<file path="src/rtl/div_unit.sv">
// Multi-cycle restoring divider for the EX stage: {remainder, quotient} after DW steps.
// Optional macro DIV_ZERO_FAST_EN: a zero divisor skips the iterative path via DZERO.
module div_unit #(
  parameter int DW = 32
) (
  input  logic            clk,
  input  logic            rst,
  input  logic            start_i,
  input  logic            signed_i,
  input  logic [DW-1:0]   opdata1_i,
  input  logic [DW-1:0]   opdata2_i,
  input  logic            annul_i,
  output logic [2*DW-1:0] result_o,
  output logic            ready_o,
  output logic            stallreq_o
);

  localparam int CW = $clog2(DW + 1);

  typedef enum logic [1:0] {
    IDLE  = 2'd0,
    BUSY  = 2'd1,
    DZERO = 2'd2,
    DONE  = 2'd3
  } state_t;

  state_t            state_r;
  logic [CW-1:0]     cnt_r;
  logic [DW-1:0]     dividend_r;
  logic [DW-1:0]     dvs_r;
  logic [DW-1:0]     rem_r;
  logic [DW-1:0]     quo_r;
  logic              neg_q_r;
  logic              neg_r_r;
  logic              dz_r;
  logic [2*DW-1:0]   result_r;
  logic              ready_r;

  logic [DW:0]       shifted_s;
  logic [DW:0]       diff_s;
  logic [DW-1:0]     rem_nxt_s;
  logic [DW-1:0]     quo_nxt_s;
  logic [DW-1:0]     rem_fix_s;
  logic [DW-1:0]     quo_fix_s;
  logic [DW-1:0]     mag1_s;
  logic [DW-1:0]     mag2_s;
  logic              zero_s;
  logic              stall_s;

  // Operand magnitudes and zero-divisor detection at the point of capture.
  always_comb begin
    mag1_s = opdata1_i;
    mag2_s = opdata2_i;
    if (signed_i && opdata1_i[DW-1]) begin
      mag1_s = -opdata1_i;
    end else begin
      mag1_s = opdata1_i;
    end
    if (signed_i && opdata2_i[DW-1]) begin
      mag2_s = -opdata2_i;
    end else begin
      mag2_s = opdata2_i;
    end
    zero_s = (opdata2_i == {DW{1'b0}});
  end

  // One restoring step; the partial remainder never exceeds the divisor, so DW bits suffice.
  always_comb begin
    shifted_s = {rem_r, quo_r[DW-1]};
    diff_s    = shifted_s - {1'b0, dvs_r};
    rem_nxt_s = {rem_r[DW-2:0], quo_r[DW-1]};
    quo_nxt_s = {quo_r[DW-2:0], 1'b0};
    if (!diff_s[DW]) begin
      rem_nxt_s = diff_s[DW-1:0];
      quo_nxt_s = {quo_r[DW-2:0], 1'b1};
    end else begin
      rem_nxt_s = {rem_r[DW-2:0], quo_r[DW-1]};
      quo_nxt_s = {quo_r[DW-2:0], 1'b0};
    end
    if (neg_q_r) begin
      quo_fix_s = -quo_nxt_s;
    end else begin
      quo_fix_s = quo_nxt_s;
    end
    if (neg_r_r) begin
      rem_fix_s = -rem_nxt_s;
    end else begin
      rem_fix_s = rem_nxt_s;
    end
  end

  // Stall the pipeline while a divide is being requested or in flight; annul drops it at once.
  always_comb begin
    stall_s = 1'b0;
    case (state_r)
      IDLE:        stall_s = start_i & ~annul_i;
      BUSY, DZERO: stall_s = ~annul_i;
      default:     stall_s = 1'b0;
    endcase
    if (!rst) begin
      stall_s = 1'b0;
    end else begin
      stall_s = stall_s;
    end
  end

  // Control FSM with operand capture, iteration and registered result.
  always_ff @(posedge clk or negedge rst) begin
    if (!rst) begin
      state_r    <= IDLE;
      cnt_r      <= {CW{1'b0}};
      dividend_r <= {DW{1'b0}};
      dvs_r      <= {DW{1'b0}};
      rem_r      <= {DW{1'b0}};
      quo_r      <= {DW{1'b0}};
      neg_q_r    <= 1'b0;
      neg_r_r    <= 1'b0;
      dz_r       <= 1'b0;
      result_r   <= {(2*DW){1'b0}};
      ready_r    <= 1'b0;
    end else begin
      case (state_r)
        IDLE: begin
          ready_r <= 1'b0;
          if (start_i && !annul_i) begin
            dividend_r <= opdata1_i;
            dvs_r      <= mag2_s;
            quo_r      <= mag1_s;
            rem_r      <= {DW{1'b0}};
            cnt_r      <= {CW{1'b0}};
            neg_q_r    <= signed_i & (opdata1_i[DW-1] ^ opdata2_i[DW-1]);
            neg_r_r    <= signed_i & opdata1_i[DW-1];
            dz_r       <= zero_s;
`ifdef DIV_ZERO_FAST_EN
            state_r    <= zero_s ? DZERO : BUSY;
`else
            state_r    <= BUSY;
`endif
          end
        end
        BUSY: begin
          if (annul_i) begin
            state_r <= IDLE;
          end else begin
            rem_r <= rem_nxt_s;
            quo_r <= quo_nxt_s;
            cnt_r <= cnt_r + CW'(1);
            if (cnt_r == CW'(DW - 1)) begin
              state_r  <= DONE;
              ready_r  <= 1'b1;
              result_r <= dz_r ? {dividend_r, {DW{1'b1}}} : {rem_fix_s, quo_fix_s};
            end
          end
        end
        DZERO: begin
          if (annul_i) begin
            state_r <= IDLE;
          end else begin
            state_r  <= DONE;
            ready_r  <= 1'b1;
            result_r <= {dividend_r, {DW{1'b1}}};
          end
        end
        DONE: begin
          ready_r <= 1'b0;
          state_r <= IDLE;
        end
        default: begin
          ready_r <= 1'b0;
          state_r <= IDLE;
        end
      endcase
    end
  end

  assign result_o   = result_r;
  assign ready_o    = ready_r;
  assign stallreq_o = stall_s;

endmodule

</file>
<file path="config.mk">
export PLATFORM = sky130hd
export DESIGN_NAME = div_unit
export DESIGN_NICKNAME = d
export VERILOG_FILES = /design/src/rtl/div_unit.sv
export SDC_FILE = /design/constraint.sdc
export NUM_CORES = 1
export LEC_CHECK = 0
export BUFFER_PORTS_ARGS = -buffer_cell sky130_fd_sc_hd__buf_2
export CAP_MARGIN = 20
export CORE_MARGIN = 5
export CORE_UTILIZATION = 45
export DETAILED_ROUTE_END_ITERATION = 12
export PLACE_DENSITY_LB_ADDON = 0.08
export SYNTH_ARGS = -nofsm -noshare
export SYNTH_HDL_FRONTEND = slang
export SYNTH_SLANG_ARGS = --single-unit
</file>
<file path="constraint.sdc">
create_clock -name clk -period 5.18 [get_ports clk]
set_input_delay 0.259 -clock clk [delete_from_list [all_inputs] [get_ports clk]]
set_output_delay 0.259 -clock clk [all_outputs]
set_load 0.05 [all_outputs]
</file>
==> reports/metrics.csv, run 1 <==
metric,value,unit
Post-Syn Area,0.0136,sq mm
Die Wd,184,um
Initial Util,45.8,%
"FFs w/ async S/R, synth",100,%
max-slew violations,0,
fmax,205,MHz
yosys warns,0,
DIE AREA,0.0339,sq mm
number of global-route vias before repair,11997,
Least-Margin Pin Slew,1.01,ns
io pins,135,
RSZ-0062 raised after global routing,no,
CP Class,register to register,
Tcrit/Tclk final,94.0,%
dpl cells,2072,
startpoint types,register,
syn_area_per_cell,8.39,sq um
synth cell count leaders,"204 x dfrtp_1, 185 x nand2_1, 161 x a21oi_1",
Synth cell types,78,
outcome,finished clean,
Resized cells post-CTS,0,
"count leader, synth",dfrtp_1,
clk sinks,204,
largest net degree at the start of global routing,167,
CP top delay family,compound AO/OA/AOI/OAI gates,
GPL Wtd Cong,0.925,
Iter 0 DRT Violations,843,
FF-to-FF Start,quo_r[31]$_DFFE_PN0P_,
n_diodes,0,
setup violators final,0,
Synth top area share,37.4,%
Die Y,184,um
"Cell Chain, Critical Path",inv_1 -> ha_1 -> inv_1 -> fa_1 -> a211oi_2 -> o211ai_1 -> nand3_1 -> nand4_1 -> and3_2 -> inv_4 -> nor2_1 -> a21oi_1 -> ha_1 -> nand2_1 -> or3_1 -> nor4_1 -> a41oi_1 -> a21o_1 -> o21ai_1 -> xnor2_1 -> o22ai_1,
DRT Wirelength,39400,um
Via density,5.77,
GRT overflow,0,
worst path bufs/invs,3,
"Slowest-stage cell, CP",or3_1,
vias,12230,
IO buf count,134,
area grow syn2layout,12.6,%
"CTS clk-pin slew, worst paths",0.06,ns
sequential fraction of the synthesis area,37.4,%
CP max FO,11,
TritonCTS Buffers,25,
Critical Path AT,5.28,ns
Final ANT Viol Nets,0,
Clock Latency Late Sink,0.54,ns
first-pass GRT wire length,64700,um
Final Hold Viols,0,
min Tclk post-route,4.87,ns
initial antenna violation count,0,
max_slew headroom,32.6,%
max cap viols,0,
core region area,0.0298,sq mm
hold crit path type,primary input to register,
Pre-antenna DRT Iters,5,
CTS tree,yes,
dominant synthesized flop cell,dfrtp_1,
cells after synthesis,1627,
nets,1824,
Max Root-Sink Buffers,3,
H-tree depth,1,
Finished Layout Cells,2118,
Total GRT Usage,23.1,%
Crit path required time,5.59,ns
CP peak stage delay,0.44,ns
Setup TNS,0,ns
number of synthesized flops with an enable pin,0,
num rows,63,
post-synth top area cell,dfrtp_1,
Mapped Nets,1738,
drt wl/cell,18.6,um
# fillers,2878,
synthesized flop and latch total,204,
most area-consuming cells after synthesis,"dfrtp_1 37%, a21oi_1 5.9%, o21ai_0 5.5%",
Hold Crit Start,opdata1_i[21],
CTS Root Cell,clkbuf_16,
CP Capture Type,register,
drc violations,0,
Finished Core Util,51.6,%
Detail Placement HPWL,29200,um
Setup crit start,quo_r[31]$_DFFE_PN0P_,
clk_skew,0.0171,ns
share of layout cells above drive strength 1,14.5,%
state kept, by name, summed over array words and instances (netlist names):
signal / cells
ready_o: 1
neg_q_r: 1
quo_r: 32
result_o: 64
neg_r_r: 1
dz_r: 1
cnt_r: 6
state_r: 2
dvs_r: 32
dividend_r: 32
rem_r: 32
timing repair:
| item | CTS | global route |
|---|---|---|
| endpoints found under the hold margin | 41 | 0 |
| hold buffers | 4 | 0 |
| setup buffers | 0 | 0 |
final cells by class:
cell class / count / area (sq um) / area share [%]
Multi-Input combinational cell: 1267 / 7940 / 51.6
Sequential cell: 204 / 5100 / 33.2
Timing Repair Buffer: 152 / 837 / 5.44
Clock buffer: 35 / 713 / 4.64
Tap cell: 390 / 488 / 3.17
Inverter: 63 / 239 / 1.55
Clock inverter: 7 / 56.3 / 0.366
cell usage in the layout, fill, tap and decap left out, types with 5 or more instances in the layout:
master,netlist,routed
a211oi_1,5,5
a21o_1,20,20
a21oi_1,161,161
a22oi_1,6,6
a31oi_1,16,16
and2_1,16,16
and3_1,16,15
buf_2,21,133
buf_4,0,13
clkbuf_1,63,5
clkbuf_16,0,25
clkbuf_8,0,6
dfrtp_1,204,204
ha_1,41,41
inv_1,62,62
mux2_2,31,31
mux2i_1,28,28
nand2_1,185,184
nand2b_1,9,9
nand3_1,16,16
nand4_1,12,12
nor2_1,144,141
nor2b_1,5,5
nor3_1,36,36
nor4_1,17,17
o211ai_1,14,14
o21ai_0,149,149
o21ai_1,11,11
o22ai_1,32,32
o31ai_1,22,22
o41ai_1,12,12
or2_2,10,10
or3_1,18,18
or4_1,11,11
xnor2_1,69,69
xor2_1,80,80
routing by layer:
layer	vias to the layer above	part of all wire, %	global-route usage (%)
met1	5881	46	32.9
met5	-	0	0
met3	57	4.7	2.72
met4	0	2.3	5.50
li1	5979	-	-
met2	313	47	37.8
path summary, 6_finish.rpt:
| kind | endpoint | slack [ns] | cells past startpoint |
|---|---|---|---|
| setup / recovery | result_o[60]$_DFFE_PN0P_ | 0.31 | 21 |
| min in group asynchronous | dvs_r[1]$_DFFE_PN0P_ | 0.21 | 2 |
| hold reg to reg | result_o[37]$_DFFE_PN0P_ | 0.47 | 2 |
| setup reg to reg | result_o[60]$_DFFE_PN0P_ | 0.31 | 21 |
| hold / removal | dividend_r[21]$_DFFE_PN0P_ | 0.02 | 2 |
| max in group asynchronous | quo_r[30]$_DFFE_PN0P_ | 3.73 | 3 |
through the flow:
stage,setup WS (ns),hold WS [ns],instance area [sq um]
finish,0.313,0.0154,15400
CTS,0.397,0.00294,15400
detailed placement,0.421,0.206,14600
global route,0.0168,0.00881,15400
global placement,0.550,0.201,14600
floorplan,0.677,-0.0366,13600
worst reg2reg max path, stage by stage, from the launching register on:
cell and delay, ns:
dfrtp_1 0.40, inv_1 0.10, ha_1 0.19, inv_1 0.06
fa_1 0.43, a211oi_2 0.28, o211ai_1 0.22, nand3_1 0.15
nand4_1 0.08, and3_2 0.22, inv_4 0.14, nor2_1 0.07
a21oi_1 0.22, ha_1 0.27, nand2_1 0.09, or3_1 0.44
nor4_1 0.43, a41oi_1 0.27, a21o_1 0.29, o21ai_1 0.17
xnor2_1 0.13, o22ai_1 0.10
kinds of logic (layout without fill, tap and decap cells):
group,after synthesis,after routing,synth area share [%]
flip-flops,204,204,37.4
adder cells (fa/ha/maj),42,42,3.91
AND/OR/NAND/NOR,514,514,17.5
AO/OA/AOI/OAI,503,503,22.4
multiplexers,59,59,4.61
buffers and inverters,156,257,4.61
XOR/XNOR,149,149,9.56
Power of run 1 is left out: the tool's default activity adds up to more than one toggle a clock period on the data nets, which glitch-free logic cannot reach.
==> run 2, diff against run 1 <==
CTS_CLUSTER_SIZE = 28   (was default)
clock period = 3.9 ns   (was 5.18 ns; I/O delays follow)
==> run 2 against run 1 <==
  * The run now ends with negative setup slack left
  * Routed wire length rose by 5.6%
  * Fmax rose by 16%
  * Count of clock-buffer cells in the layout fell by 3
  * Critical endpoint is now result_o[62]$_DFFE_PN0P_
==> reports/metrics.csv, run 2 (same netlist as run 1, synthesis figures left out) <==
metric,value,unit,change
RSZ-0062 raised after global routing,yes,,was no
"Cell Chain, Critical Path",inv_2 -> ha_4 -> inv_2 -> fa_2 -> a211oi_4 -> o211ai_1 -> nand3_1 -> nand4_1 -> and3_4 -> inv_6 -> mux2i_4 -> ha_4 -> nand4bb_1 -> or2_4 -> nor3_4 -> and4_1 -> a41oi_2 -> a21o_4 -> o31ai_4 -> xnor2_1 -> a21oi_1,,was inv_1 -> ha_1 -> inv_1 -> fa_1 -> a211oi_2 -> o211ai_1 -> nand3_1 -> nand4_1 -> and3_2 -> inv_4 -> nor2_1 -> a21oi_1 -> ha_1 -> nand2_1 -> or3_1 -> nor4_1 -> a41oi_1 -> a21o_1 -> o21ai_1 -> xnor2_1 -> o22ai_1
failing checks,negative setup slack,,
most frequent cells in the layout,"204 x dfrtp_1, 182 x nand2_1, 176 x buf_4",,"was 204 x dfrtp_1, 184 x nand2_1, 161 x a21oi_1"
nets,2046,,"was 1,824"
Finished Layout Cells,2344,,"was 2,118"
max_slew headroom,33.6,%,was 32.6%
TritonCTS Buffers,25,,unchanged
area grow syn2layout,28.9,%,was 12.6%
largest net degree at the start of global routing,124,,was 167
min Tclk post-route,4.18,ns,was 4.87 ns
drc violations,0,,unchanged
first-pass GRT wire length,67100,um,"was 64,700 um"
core region area,0.0298,sq mm,unchanged
CP Capture Type,register,,unchanged
GPL Wtd Cong,0.920,,was 0.925
n_diodes,0,,unchanged
vias,13246,,"was 12,230"
Least-Margin Pin Slew,0.992,ns,was 1.01 ns
pre-CTS setup slack,-0.612,ns,was 0.421 ns
IO buf count,134,,unchanged
"Slowest-stage cell, CP",dfrtp_1,,was or3_1
CP max FO,5,,was 11
Tcrit/Tclk final,107,%,was 94.0%
Max Root-Sink Buffers,3,,unchanged
number of global-route vias before repair,13027,,"was 11,997"
Initial Util,45.8,%,unchanged
num rows,63,,unchanged
Critical Path AT,4.60,ns,was 5.28 ns
CTS tree,yes,,unchanged
Die Wd,184,um,unchanged
hold crit path type,primary input to register,,unchanged
# fillers,2728,,"was 2,878"
"commonest non-fill, non-tap cell in the layout",dfrtp_1,,unchanged
CTS Root Cell,clkbuf_16,,unchanged
"CTS clk-pin slew, worst paths",0.06,ns,about the same
Die Y,184,um,unchanged
Via density,5.65,,was 5.77
Total GRT Usage,23.9,%,was 23.1%
dpl cells,2217,,"was 2,072"
max reg flops,64,,unchanged
setup violators final,14,,was 0
worst path bufs/invs,3,,unchanged
DRT Wirelength,41600,um,"was 39,400 um"
drt wl/cell,17.8,um,was 18.6 um
initial antenna violation count,1,,was 0
CP Class,register to register,,unchanged
DIE AREA,0.0339,sq mm,unchanged
Detail Placement HPWL,30300,um,"was 29,200 um"
hold_ws,0.0106,ns,was 0.0154 ns
CP peak stage delay,0.39,ns,was 0.44 ns
Final Hold Viols,0,,unchanged
Crit path required time,4.32,ns,was 5.59 ns
Setup TNS,-1.76,ns,was 0 ns
fmax,239,MHz,was 205 MHz
Iter 0 DRT Violations,921,,was 843
max cap viols,0,,unchanged
Clock Latency Late Sink,0.55,ns,was 0.54 ns
max-slew violations,0,,unchanged
GRT overflow,0,,unchanged
share of layout cells above drive strength 1,23.7,%,was 14.5%
H-tree depth,1,,unchanged
clk sinks,204,,unchanged
io pins,135,,unchanged
outcome,finished with violations,,was finished clean
Final ANT Viol Nets,0,,unchanged
CP top delay family,simple AND/OR/NAND/NOR gates,,was compound AO/OA/AOI/OAI gates
Worst Slack Setup Final,-0.282,ns,was 0.313 ns
startpoint types,register,,unchanged
Pre-antenna DRT Iters,5,,unchanged
clk_skew,0.0146,ns,was 0.0171 ns
-- run 2: changes by cell type in the layout (fill, tap and decap cells not counted), moves of 3 or more --
cell,before,now
o21ai_0,149,140
o21ai_2,0,3
o31ai_1,22,19
a21oi_1,161,157
dlygate4sd3_1,4,56
buf_4,13,176
buf_6,0,3
o21ai_1,11,16
o31ai_2,0,3
clkinv_2,4,8
a21oi_2,1,4
-- run 2: area by class of cell --
type / count / area (sq um) / share of cell area [%]
Clock inverter: 14 / 124 / 0.704
Sequential cell: 204 / 5100 / 29.0
Timing Repair Buffer: 374 / 2710 / 15.4
Tap cell: 390 / 488 / 2.77
Inverter: 63 / 241 / 1.37
Multi-Input combinational cell: 1267 / 8240 / 46.8
Clock buffer: 32 / 692 / 3.93
-- run 2: worst paths after layout --
check | startpoint | end | slack, ns | depth (start not counted)
setup / recovery | quo_r[31]$_DFFE_PN0P_ | result_o[62]$_DFFE_PN0P_ | -0.28 | 21
max in group asynchronous | rst | result_o[45]$_DFFE_PN0P_ | 2.60 | 3
min in group asynchronous | rst | dvs_r[5]$_DFFE_PN0P_ | 0.18 | 2
hold / removal | opdata2_i[12] | dvs_r[12]$_DFFE_PN0P_ | 0.01 | 3
setup reg to reg | quo_r[31]$_DFFE_PN0P_ | result_o[62]$_DFFE_PN0P_ | -0.28 | 21
hold reg to reg | result_o[32]$_DFFE_PN0P_ | result_o[32]$_DFFE_PN0P_ | 0.47 | 2
-- run 2: timing repair --
action	4_1_cts	5_1_grt
pin swaps	31	29
setup endpoints to repair	24	37
hold buffers	56	0
buffers inserted	9	20
cloned	0	2
resized for setup	36	33
endpoints found under the hold margin	111	0
-- run 2: routing by layer --
layer / global-route usage [%] / part of all wire, % / vias to the layer above
met5: 0 / 0 / -
met4: 7.10 / 3.0 / 0
met3: 2.62 / 4.6 / 72
met2: 39.6 / 47 / 330
met1: 33.2 / 46 / 6424
li1: - / - / 6420
-- run 2: metrics by stage --
stage	area, sq um	utilization [%]
after detailed placement	15700	52.6
after global placement	15700	52.6
after floorplan	13700	-
after CTS	17300	57.9
after global routing	17600	59.0
final	17600	59.0
-- run 2: worst reg2reg max path, stage by stage, from the launching register on --
cell and delay (ns):
dfrtp_1 0.39, inv_2 0.08, ha_4 0.14, inv_2 0.04, fa_2 0.38, a211oi_4 0.24
o211ai_1 0.22, nand3_1 0.15, nand4_1 0.08, and3_4 0.22, inv_6 0.09, mux2i_4 0.27
ha_4 0.19, nand4bb_1 0.14, or2_4 0.28, nor3_4 0.15, and4_1 0.25, a41oi_2 0.07
a21o_4 0.25, o31ai_4 0.23, xnor2_1 0.14, a21oi_1 0.08
Power of run 2 is left out for the same reason.
